### src/rtl/if_id_queue.sv
// IF->ID instruction queue: show-ahead FIFO of {PC, instruction} pairs.
// Lets fetch run ahead of decode stalls; flush drops wrong-path entries.
module if_id_queue #(
    parameter int WORD_LEN = 32,
    parameter int DEPTH    = 4,
    parameter int PTR_W    = 2
) (
    input  logic                clk,
    input  logic                rst,
    input  logic                flush,
    input  logic                in_valid,
    input  logic [WORD_LEN-1:0] in_pc,
    input  logic [WORD_LEN-1:0] in_instr,
    output logic                in_ready,
    output logic                out_valid,
    input  logic                out_ready,
    output logic [WORD_LEN-1:0] out_pc,
    output logic [WORD_LEN-1:0] out_instr,
    output logic [PTR_W:0]      count
);

    localparam logic [PTR_W:0] FULL = (PTR_W+1)'(DEPTH);

    logic [WORD_LEN-1:0] pc_mem    [DEPTH];
    logic [WORD_LEN-1:0] instr_mem [DEPTH];

    logic [PTR_W-1:0] wr_ptr_q, wr_ptr_d;
    logic [PTR_W-1:0] rd_ptr_q, rd_ptr_d;
    logic [PTR_W:0]   count_q, count_d;

    logic push;
    logic pop;

    assign in_ready  = (count_q != FULL);
    assign out_valid = (count_q != '0);
    assign count     = count_q;

    assign push = in_valid & in_ready;
    assign pop  = out_valid & out_ready;

    // Empty queue shows all-zero words so ID decodes a NOP bubble.
    assign out_pc    = out_valid ? pc_mem[rd_ptr_q]    : '0;
    assign out_instr = out_valid ? instr_mem[rd_ptr_q] : '0;

    // Pointer and occupancy next-state; flush overrides push and pop.
    always_comb begin
        wr_ptr_d = wr_ptr_q;
        rd_ptr_d = rd_ptr_q;
        count_d  = count_q;
        if (flush) begin
            wr_ptr_d = '0;
            rd_ptr_d = '0;
            count_d  = '0;
        end else begin
            if (push) wr_ptr_d = wr_ptr_q + PTR_W'(1);
            if (pop)  rd_ptr_d = rd_ptr_q + PTR_W'(1);
            unique case ({push, pop})
                2'b10:   count_d = count_q + (PTR_W+1)'(1);
                2'b01:   count_d = count_q - (PTR_W+1)'(1);
                default: count_d = count_q;
            endcase
        end
    end

    // Control state registers, cleared asynchronously.
    always_ff @(posedge clk or negedge rst) begin
        if (!rst) begin
            wr_ptr_q <= '0;
            rd_ptr_q <= '0;
            count_q  <= '0;
        end else begin
            wr_ptr_q <= wr_ptr_d;
            rd_ptr_q <= rd_ptr_d;
            count_q  <= count_d;
        end
    end

    // Payload storage; contents are don't-care until written.
    always_ff @(posedge clk) begin
        if (push && !flush) begin
            pc_mem[wr_ptr_q]    <= in_pc;
            instr_mem[wr_ptr_q] <= in_instr;
        end
    end

endmodule
### config.mk
export PLATFORM = sky130hd
export DESIGN_NAME = if_id_queue
export DESIGN_NICKNAME = d
export VERILOG_FILES = /design/src/rtl/if_id_queue.sv
export SDC_FILE = /design/constraint.sdc
export NUM_CORES = 1
export LEC_CHECK = 0
export CAP_MARGIN = 40
export CORE_UTILIZATION = 40
export DETAILED_ROUTE_END_ITERATION = 10
export GPL_ROUTABILITY_DRIVEN = 1
export GPL_TIMING_DRIVEN = 0
export SETUP_SLACK_MARGIN = 0.5
export SLEW_MARGIN = 20
export SYNTH_ARGS = -nofsm -noshare
export SYNTH_HDL_FRONTEND = slang
export SYNTH_SLANG_ARGS = --single-unit
### constraint.sdc
create_clock -name clk -period 3.5 [get_ports clk]
set_input_delay 0.7 -clock clk [delete_from_list [all_inputs] [get_ports clk]]
set_output_delay 0.7 -clock clk [all_outputs]
set_load 0.05 [all_outputs]
Word level (Yosys, flattened, before mapping)
Memories as Yosys holds them, arrays and structs flattened.
Cells that the tools add are included.
{"block": "totals", "register_bits": 7, "mem_bits_rw": 256, "input_bits": 69, "out_inout_bits": 69, "elab_cells": 30, "n_memories": 2}
{"name": "instr_mem", "depth": 4, "width": 32, "read_ports": 1, "rd_clocked_by_memory_dff": 0, "wr": 1, "line_no": "25", "source": "logic [WORD_LEN-1:0] instr_mem [DEPTH];"}
{"name": "pc_mem", "depth": 4, "width": 32, "read_ports": 1, "rd_clocked_by_memory_dff": 0, "wr": 1, "line_no": "24", "source": "logic [WORD_LEN-1:0] pc_mem [DEPTH];"}
{"block": "op_classes", "n_addsub": 4, "n_eq_ne": 3, "n_mux": 10, "n_bitwise": 2, "reduce_logical": 6}
{"op": "32-bit 2-to-1 mux", "count": 2}
{"op": "2-bit 2-to-1 mux", "count": 4}
{"op": "3-bit one-hot mux with 2 select lines", "count": 1}
{"op": "3-bit nonzero test", "count": 2}
{"op": "2-bit by 1-bit adder with 2-bit output, second input constant", "count": 2}
{"op": "2-bit nonzero test", "count": 2}
{"op": "3-bit by 1-bit adder with 3-bit output, second input constant", "count": 1}
{"op": "3-bit 2-to-1 mux", "count": 1}
{"op": "3-bit inequality test, second input constant", "count": 1}
{"op": "3-bit by 1-bit subtractor with 3-bit output, second input constant", "count": 1}
{"op": "1-bit AND", "count": 2}
{"op": "2-bit by 1-bit equality test with 1-bit output, second input constant", "count": 1}
{"op": "2-bit equality test, second input constant", "count": 1}
{"op": "1-bit 2-to-1 mux", "count": 2}
{"op": "1-bit logical AND", "count": 1}
{"op": "1-bit logical NOT", "count": 1}

Longest topological paths before layout
Gate-level depths: netlist (run 1).
{"block": "depth", "ltp_word": 5, "depth_mapped": 9, "depth_no_buf": 8}

Worst setup path before layout (run 1)
No wires, ideal clock.
{"block": "synth_timing", "kind": "register -> register", "from": "register count_q[1], in the netlist count[1]", "to": "memory instr_mem[0][0], enable pin", "setup_ps": 429, "t_arrival_ps": 3048, "required_ps": 3071, "setup_slack_ps": 23, "stages_incl_launch_ff": 6, "n_path_buf": 1, "period_less_slack_ps": 3477, "path_cell_list": "dfrtp_1 -> buf_2 -> or3b_2 -> nand2_2 -> nor2_1 -> and2_1"}
{"block": "synth_between", "elab_chain_cells": 5}
{"item": "start: declaration", "line_no": "29", "source": "logic [PTR_W:0] count_q, count_d;"}
{"item": "start signal: assignment", "line_no": "74", "source": "count_q <= count_d;"}
{"item": "3-bit inequality test", "line_no": "34", "source": "assign in_ready = (count_q != FULL);"}
{"item": "net in_ready", "line_no": "14", "source": "output logic in_ready,"}
{"item": "1-bit AND", "line_no": "38", "source": "assign push = in_valid & in_ready;"}
{"item": "1-bit logical AND", "line_no": "80", "source": "if (push && !flush) begin"}
{"item": "1-bit 2-to-1 mux", "line_no": "80"}
{"item": "1-bit 2-to-1 mux (not written as such)", "line_no": "82", "source": "instr_mem[wr_ptr_q] <= in_instr;"}
{"item": "end: declaration", "line_no": "25"}
The timed path passes the listed nets, and every way through them passes these cells.

Worst setup path after layout (run 1)
{"block": "layout_timing", "from": "register rd_ptr_q[0]", "to": "output port out_pc[15]"}
{"block": "layout_between", "elab_chain_cells": 2}
{"item": "start: declaration", "line_no": "28", "source": "logic [PTR_W-1:0] rd_ptr_q, rd_ptr_d;"}
{"item": "start signal: assignment", "line_no": "73", "source": "rd_ptr_q <= rd_ptr_d;"}
{"item": "memory 4 x 32 bit"}
{"item": "32-bit 2-to-1 mux", "line_no": "42", "source": "assign out_pc = out_valid ? pc_mem[rd_ptr_q] : '0;"}
{"item": "end: declaration", "line_no": "17", "source": "output logic [WORD_LEN-1:0] out_pc,"}
Every way passes these cells.

==> impl_metrics.env, run 1 <==
export IMPL_dp_cells=939
export IMPL_instances_no_fill=990
export IMPL_cts_sinks=263
export IMPL_synth_nets=544
export IMPL_worstPathCellList="buf_4, mux4_2, and2_1, clkdlybuf4s15_2"
export IMPL_numCtsBuffers=27
export IMPL_syn_inst=470
export IMPL_place_ws_ps=258.2
export IMPL_fin_skew_ps=14.77
export IMPL_num_io_pins=138
export IMPL_slowest_delay_ps=520
export IMPL_cts_htree_levels=1
export IMPL_max_freq_mhz=344.1
export IMPL_synth_seq_cells=263
export IMPL_powerDensity_nw_per_um2=616.3
export IMPL_synth_area_per_cell_um2=21.74
export IMPL_tns_ps=0
export IMPL_ctsHoldBuffers=0
export IMPL_crit_type="reg -> out"
export IMPL_worst_slack_ps=593.9
export IMPL_nets=714
export IMPL_coreArea_um2=25110
export IMPL_start_kind="flip-flop"
export IMPL_power_mw=7.893
export IMPL_p_leak_nw=4.272
export IMPL_die_h_um=161.8
export IMPL_final_layout_size_suffix_gt1_share_pct=30.96
export IMPL_drtAntennaViolNets=0
export IMPL_cap_violations=0
export IMPL_arrival_ps=2210
export IMPL_clock_tree_buffer_depth=3
export IMPL_wl_um=19450
export IMPL_clk_latency_ps=520
export IMPL_overflow=0
export IMPL_slew_viol_final=0
export IMPL_syn2layout_area_growth_pct=25.32
export IMPL_grt_pass1_vias=5447
export IMPL_finalInstanceArea_um2=12810
export IMPL_cp_num_buf_inv=2
export IMPL_period_needed_ps=2906
export IMPL_worstPathMaxFanout=10
export IMPL_grt_pass1_wl_um=30240
export IMPL_drtIter0Drc=214
export IMPL_synth_cell_types=32
export IMPL_wire_per_inst_um=19.65
export IMPL_numPortBuffers=135
export IMPL_firstDrtPassIters=4
export IMPL_ctsRootBufferMaster="clkbuf_16"
export IMPL_crit_family="buffers and inverters"
export IMPL_drc=0
export IMPL_synthesis_area_um2=10220
export IMPL_relSlewSlack_pct=65.64
export IMPL_start_util_pct=40.70
export IMPL_fin_crit_sh_pct=83.03
export IMPL_grt_use_total_pct=15.28
export IMPL_final_setup_viol_count=0
export IMPL_ys_seq_area_share_pct=76.93
export IMPL_vias_per_cell=5.039
export IMPL_path_clk_slew_ps=60
export IMPL_tightest_slew_ps=515.3
export IMPL_std_cell_rows=58
export IMPL_hold_viol=0
export IMPL_vdd_ir_drop_max_v=0.0003717
export IMPL_dp_hpwl_um=11880
export IMPL_ys_warn_count=0
export IMPL_hp_class="in -> async"
export IMPL_required_ps=2800
export IMPL_die_area_um2=26190
export IMPL_die_width_um=161.8
export IMPL_vias=4989
export IMPL_placed_cell_area_um2=12100
export IMPL_status="finished clean"
export IMPL_rsz0062_at_grt="true"
export IMPL_cp_slowest_cell="mux4_2"
export IMPL_cts_tree="yes"
export IMPL_gp_congestion=0.7786
export IMPL_final_util_pct=51.01
export IMPL_end_kind="output port"
export IMPL_whs_ps=455.8
export IMPL_grt_max_degree=37
export IMPL_antenna_found_initial=2
==> worst paths after layout <==
kind                        startpoint          end  slack (ps)  depth (start not counted)
max                        rd_ptr_q[0]   out_pc[15]         590                          4
min                                rst  wr_ptr_q[1]         460                          1
max reg2reg                   count[0]     count[2]        1210                          9
min reg2reg                wr_ptr_q[1]  wr_ptr_q[1]         600                          2
max in group asynchronous          rst  rd_ptr_q[0]        2750                          1
min in group clk             out_ready     count[1]         550                          2
==> synth_stat cells <==
library cell	number	area share [%]
inv_1	4	0.15
a2111oi_0	1	0.086
o211ai_1	1	0.073
xnor2_1	1	0.086
o311ai_0	1	0.086
mux4_2	64	14
nand2_1	6	0.22
nand2_2	1	0.061
buf_4	2	0.15
edfxtp_1	256	75
a32oi_1	1	0.086
dfrtp_1	7	1.7
o221ai_1	1	0.086
a221oi_1	1	0.086
or3b_2	2	0.17
nand3_1	2	0.098
ha_1	4	0.49
buf_6	5	0.55
or3_1	1	0.061
xor2_1	3	0.26
or3_4	1	0.11
clkbuf_1	8	0.29
a21o_1	1	0.073
and2_1	68	4.2
buf_2	11	0.54
o22ai_1	1	0.061
nand2b_1	1	0.061
a21oi_1	5	0.24
o21ai_0	2	0.098
nor2_1	5	0.18
fa_1	1	0.20
nand3b_1	2	0.15
==> repair_timing <==
item                                    4_1_cts  5_1_grt
buffers inserted                              0        2
gates cloned                                  0        0
endpoints found under the setup margin       66       41
pin swaps                                     1        0
resized for setup                           327       12
==> cells by family (layout without fill, tap and decap cells) <==
| family | Yosys count | after routing | share of synthesized area (%) |
|---|---|---|---|
| DFF | 263 | 263 | 76.93 |
| and+or+nand+nor | 89 | 89 | 5.277 |
| muxes | 64 | 64 | 14.10 |
| buffers and inverters | 30 | 219 | 1.677 |
| AOI/OAI and AO/OA | 15 | 15 | 0.9796 |
| adders and majority gates | 5 | 5 | 0.6856 |
| xor gates and xnor gates | 4 | 4 | 0.3429 |
| other | 0 | 1 | 0 |
==> power by group <==
group          leakage [nW]  switching, mW  internal [mW]  total [mW]
Sequential             2.42         0.0290           3.58        3.61
Combinational          1.44          0.985          0.574        1.56
Clock                 0.416           1.10           1.63        2.73
==> worst reg2reg max path: cells and delay by family, from the launching register on <==
family / cells / cell delay [ps]
compound gates: 5 / 560
buf+inv: 1 / 200
fa+ha+maj: 1 / 440
flops: 1 / 390
simple gates: 2 / 630
==> registers in the layout, indices dropped and copies added, names as in the netlist <==
| signal | cells |
|---|---|
| rd_ptr_q | 2 |
| count | 3 |
| instr_mem | 128 |
| wr_ptr_q | 2 |
| pc_mem | 128 |
==> layer usage <==
layer / share of wire [%] / global-route usage [%] / vias to the layer above
met5: 0.057 / 0 / -
met4: 2.2 / 3.859 / 2
met3: 7.3 / 4.877 / 40
met2: 50 / 26.55 / 138
met1: 40 / 18.37 / 2562
li1: - / - / 2247
==> final cells by class <==
type                    count  area, µm²
plain buffers              26      221.5
flip-flops and latches    263       7864
inverters                   4      15.01
clock inverters            16      153.9
diodes                      1      2.502
multi-input cells         177       2196
well taps                 330      412.9
clock buffers              32      694.4
fillers                  2115      12300
repair buffers            141       1247
==> layout by cell type, fill, tap and decap left out, types with 2 or more instances in the layout <==
master           instances
a21oi_1                  5
and2_1                  64
and2_4                   4
buf_12                   2
buf_16                   4
buf_2                   47
buf_4                   17
buf_6                    2
buf_8                    2
bufinv_16                3
clkbuf_1                 6
clkbuf_16               27
clkbuf_2                 3
clkbuf_4                 7
clkdlybuf4s15_2         11
clkdlybuf4s50_1         69
clkinv_1                 7
clkinv_2                 4
dfrtp_1                  6
dlygate4sd2_1            2
edfxtp_1               256
ha_1                     4
inv_1                    4
mux4_2                  64
nand2_1                  6
nand3_1                  2
nand3b_1                 2
nor2_1                   5
o21ai_0                  2
or3b_2                   2
xor2_1                   3
(Power assumes the default switching activity.)
==> inputs of run 2 (changes only) <==
==> constraint.sdc (replaced) <==
create_clock -name clk -period 2.7 [get_ports clk]
set_input_delay 0.54 -clock clk [delete_from_list [all_inputs] [get_ports clk]]
set_output_delay 0.54 -clock clk [all_outputs]
set_load 0.05 [all_outputs]
==> impl_metrics.env, run 2 (synthesis gave the netlist of run 1 again) <==
export IMPL_status="finished clean"
export IMPL_cp_num_buf_inv=3
export IMPL_gp_congestion=0.7469
export IMPL_instances_no_fill=1032
export IMPL_grt_max_degree=38
export IMPL_final_cell_mix="edfxtp_1 (256), and2_4 (65), clkdlybuf4s50_1 (65)"
export IMPL_required_ps=2160
export IMPL_slew_viol_final=0
export IMPL_crit_type="reg -> out"
export IMPL_numPortBuffers=135
export IMPL_drtIter0Drc=338
export IMPL_nets=757
export IMPL_wl_um=22020
export IMPL_period_needed_ps=2695
export IMPL_path_clk_slew_ps=60
export IMPL_start_util_pct=40.70
export IMPL_powerDensity_nw_per_um2=778.7
export IMPL_numCtsBuffers=26
export IMPL_syn2layout_area_growth_pct=39.69
export IMPL_diodes=0
export IMPL_crit_family="buffers and inverters"
export IMPL_final_setup_viol_count=0
export IMPL_seq_area_um2=7868
export IMPL_worstPathCellList="buf_4, bufbuf_16, mux4_2, and2_4, buf_6"
export IMPL_grt_pass1_vias=5675
export IMPL_drc=0
export IMPL_antenna_found_initial=0
export IMPL_fin_crit_sh_pct=99.81
export IMPL_worstPathMaxFanout=5
export IMPL_num_io_pins=138
export IMPL_die_width_um=161.8
export IMPL_vdd_ir_drop_max_v=0.0005352
export IMPL_fin_skew_ps=8.217
export IMPL_dp_cells=939
export IMPL_tightest_slew_ps=501.0
export IMPL_cts_htree_levels=1
export IMPL_wire_per_inst_um=21.34
export IMPL_finalInstanceArea_um2=14280
export IMPL_p_leak_nw=4.881
export IMPL_met3_length_um=1341
export IMPL_wl_met1_um=9147
export IMPL_cts_tree="yes"
export IMPL_ctsRootBufferMaster="clkbuf_16"
export IMPL_clock_tree_buffer_depth=3
export IMPL_cts_sinks=263
export IMPL_met2_length_um=11090
export IMPL_drtAntennaViolNets=0
export IMPL_coreArea_um2=25110
export IMPL_end_kind="output port"
export IMPL_die_area_um2=26190
export IMPL_multi_input_area_um2=2421
export IMPL_cap_violations=0
export IMPL_final_util_pct=56.86
export IMPL_firstDrtPassIters=4
export IMPL_relSlewSlack_pct=66.60
export IMPL_vias=5271
export IMPL_rsz0062_at_grt="true"
export IMPL_fillCellCount=1914
export IMPL_cp_slowest_cell="mux4_2"
export IMPL_grt_use_total_pct=16.95
export IMPL_die_h_um=161.8
export IMPL_hold_viol=0
export IMPL_max_freq_mhz=371.1
export IMPL_final_common_cell="edfxtp_1"
export IMPL_overflow=0
export IMPL_placed_cell_area_um2=12170
export IMPL_start_kind="flip-flop"
export IMPL_std_cell_rows=58
export IMPL_dp_hpwl_um=12250
export IMPL_slowest_delay_ps=500
export IMPL_arrival_ps=2150
export IMPL_final_layout_size_suffix_gt1_share_pct=45.01
export IMPL_vias_per_cell=5.108
export IMPL_ctsHoldBuffers=0
export IMPL_clk_latency_ps=520
export IMPL_hp_class="in -> async"
export IMPL_grt_pass1_wl_um=33020
export IMPL_top_layer_used="met4"
[run 2: changes by cell type in the layout (fill, tap and decap cells not counted), moves of 16 or more]
cell	change
buf_2	-45
and2_4	+61
buf_8	+60
buf_6	+16
and2_1	-62
[run 2: per-stage QoR]
stage | hold slack [ps] | setup WS (ps) | power (mW) | TNS [ps]
finish | 309.2 | 5.119 | 11.12 | 0
global route | 302.7 | -54.77 | 11.49 | -857.1
CTS | 292.4 | -26.78 | 11.09 | -274.7
detailed placement | 585.9 | -363.9 | 6.945 | -34070
global placement | 561.3 | -281.1 | 6.909 | -77650
floorplan | 244.4 | 478.9 | 6.197 | 0
[run 2: final cells by class]
class	count	area share (%)
Sequential cell	263	55.11
Tap cell	330	2.892
Multi-Input combinational cell	181	16.96
Clock buffer	36	4.969
Buffer	26	2.796
Timing Repair Buffer	181	16.67
Clock inverter	11	0.4996
Inverter	4	0.1052
[run 2: final timing paths]
kind	from	end	slack, ps	cells after the start
max	rd_ptr_q[0]	out_pc[31]	5	5
min	rst	count[1]	310	1
max reg2reg	count[1]	pc_mem[1][18]	400	9
min reg2reg	wr_ptr_q[1]	wr_ptr_q[1]	610	2
max in group asynchronous	rst	rd_ptr_q[0]	2090	1
min in group clk	out_ready	count[1]	370	2
[run 2: report_power, final]
group          total, mW  leakage (nW)  switching, mW  internal, mW
clock network       3.32         0.380           1.41          1.92
registers           4.68          2.41         0.0399          4.64
logic               3.12          2.09           1.52          1.60
[run 2: per-layer routing]
metal	track usage (%)	up-vias
li1	-	2352
met5	0	-
met4	5.060	0
met2	28.74	170
met1	22.12	2713
met3	3.396	36
[run 2: what timing repair did]
action	CTS	global route
setup buffers	15	12
resized for setup	637	33
setup endpoints to repair	213	109
pin swaps	24	39
cloned	14	5
==> inputs of run 3 (changes only) <==
--- a/config.mk
+++ b/config.mk
@@ -6,10 +6,12 @@
 export NUM_CORES = 1
 export LEC_CHECK = 0
 export CAP_MARGIN = 40
-export CORE_UTILIZATION = 40
+export CORE_UTILIZATION = 55
+export CTS_CLUSTER_SIZE = 20
 export DETAILED_ROUTE_END_ITERATION = 10
 export GPL_ROUTABILITY_DRIVEN = 1
 export GPL_TIMING_DRIVEN = 0
+export PLACE_DENSITY = 0.8
 export SETUP_SLACK_MARGIN = 0.5
 export SLEW_MARGIN = 20
 export SYNTH_ARGS = -nofsm -noshare
==> impl_metrics.env, run 3 (synthesis gave the netlist of run 1 again) <==
export IMPL_status="complete, but fails checks"
export IMPL_violations="design-rule violations"
export IMPL_drtAntennaViolNets=0
export IMPL_power_share_switching_pct=26.34
export IMPL_ctsHoldBuffers=0
export IMPL_seq_area_um2=7868
export IMPL_powerDensity_nw_per_um2=808.7
export IMPL_ctsRootBufferMaster="clkbuf_16"
export IMPL_cts_sinks=263
export IMPL_crit_type="reg -> out"
export IMPL_grt_use_total_pct=21.30
export IMPL_coreArea_um2=18090
export IMPL_syn2layout_area_growth_pct=36.15
export IMPL_place_ws_ps=-312.0
export IMPL_required_ps=2160
export IMPL_period_needed_ps=2678
export IMPL_power_mw=11.25
export IMPL_numCtsBuffers=27
export IMPL_wire_per_inst_um=22.85
export IMPL_instances_no_fill=921
export IMPL_final_layout_size_suffix_gt1_share_pct=43.64
export IMPL_nets=746
export IMPL_power_frac_comb_pct=25.8
export IMPL_hp_class="in -> async"
export IMPL_final_common_cell="edfxtp_1"
export IMPL_max_freq_mhz=373.5
export IMPL_die_area_um2=19130
export IMPL_dp_cells=838
export IMPL_firstDrtPassIters=8
export IMPL_reg2reg_slack_ps=530
export IMPL_overflow=0
export IMPL_cts_htree_levels=1
export IMPL_drc=14
export IMPL_die_width_um=138.3
export IMPL_relSlewSlack_pct=65.04
export IMPL_num_io_pins=138
export IMPL_p_seq_share_pct=41.6
export IMPL_vias=5235
export IMPL_final_cell_mix="edfxtp_1 (256), clkdlybuf4s50_1 (65), mux4_2 (64)"
export IMPL_rsz0062_at_grt="true"
export IMPL_gp_congestion=0.7443
export IMPL_grt_pass1_wl_um=30910
export IMPL_diodes=0
export IMPL_end_kind="output port"
export IMPL_switchingPower_mw=2.964
export IMPL_grt_pass1_vias=5503
export IMPL_clock_tree_buffer_depth=3
export IMPL_grt_max_degree=44
export IMPL_worstPathMaxFanout=8
export IMPL_tightest_slew_ps=524.4
export IMPL_r2r_cells=7
export IMPL_whs_ps=308.5
export IMPL_clk_latency_ps=510
export IMPL_cap_violations=0
export IMPL_arrival_ps=2140
export IMPL_vias_per_cell=5.684
export IMPL_drtIter0Drc=445
export IMPL_fin_crit_sh_pct=99.17
export IMPL_placed_cell_area_um2=12030
export IMPL_clock_power_share_pct=32.6
export IMPL_dp_hpwl_um=11840
export IMPL_cts_tree="yes"
export IMPL_path_clk_slew_ps=60
export IMPL_p_leak_nw=4.789
export IMPL_fillCellCount=957
export IMPL_p_int_mw=8.289
export IMPL_std_cell_rows=49
export IMPL_die_h_um=138.3
export IMPL_start_kind="flip-flop"
export IMPL_worst_slack_ps=22.47
export IMPL_antenna_found_initial=0
export IMPL_fin_skew_ps=6.439
export IMPL_multi_input_area_um2=2377
export IMPL_start_util_pct=56.51
export IMPL_finalInstanceArea_um2=13910
export IMPL_vdd_ir_drop_max_v=0.0007522
export IMPL_hold_viol=0
export IMPL_final_setup_viol_count=0
export IMPL_slew_viol_final=0
export IMPL_numPortBuffers=135
export IMPL_wl_um=21050
==> run 3: cell types whose count changed in the layout (fill, tap and decap cells not counted), moves of 4 or more <==
cell and delta:
and2_1 +11, and2_4 -10, buf_8 -9, buf_6 +8
buf_16 -5, clkbuf_1 -5, clkinv_2 +5, clkinv_1 -4
==> run 3: power groups by stage <==
| stage | registers (mW) | clock network [mW] | logic, mW |
|---|---|---|---|
| floorplan | 4.77 | 0 | 1.43 |
| global placement | 4.76 | 0 | 2.12 |
| detailed placement | 4.77 | 0 | 2.17 |
| CTS | 4.68 | 3.73 | 2.68 |
| global route | 4.69 | 3.90 | 3.03 |
| finish | 4.68 | 3.67 | 2.91 |
==> run 3: final timing paths <==
check                            startpoint          endpoint
worst min-delay path                    rst          count[1]
worst max-delay path               count[0]     out_instr[16]
worst max register to register     count[0]  instr_mem[1][14]
worst min register to register  wr_ptr_q[1]       wr_ptr_q[1]
max in group asynchronous               rst       rd_ptr_q[0]
min in group clk                  out_ready          count[1]
==> run 3: layer usage <==
metal | track usage [%] | vias up | routed length [µm]
met5 | 0 | - | 0
met4 | 5.677 | 0 | 289
met3 | 3.083 | 24 | 1111
met2 | 36.82 | 174 | 11050
met1 | 28.69 | 2721 | 8599
li1 | - | 2316 | -
==> run 3: cell type report <==
type                       count  area share (%)
buffer                        26           2.572
multi-input combinational    180           17.08
tap                          229           2.059
inverter                       4          0.1079
timing repair buffer         170           15.27
clock inverter                18           1.403
clock buffer                  31           4.964
sequential                   263           56.54
==> run 3: timing repair <==
item,CTS,global route
pin swaps,10,19
gates cloned,4,9
gates resized for setup,578,54
endpoints found under the setup margin,223,166
setup buffers,13,8
==> run 3: critical path: stages, from the launching register on <==
cell,delay (ps)
dfrtp_2,420
buf_6,130
or3_4,430
buf_12,180
clkbuf_16,160
and2_4,150
buf_8,150
==> run 3: through the flow <==
step                util (%)  setup TNS [ps]
floorplan                  -               0
global placement       66.01          -52260
detailed placement     66.54          -26640
CTS                    74.86          -110.8
global route           76.94          -498.5
finish                 76.94               0
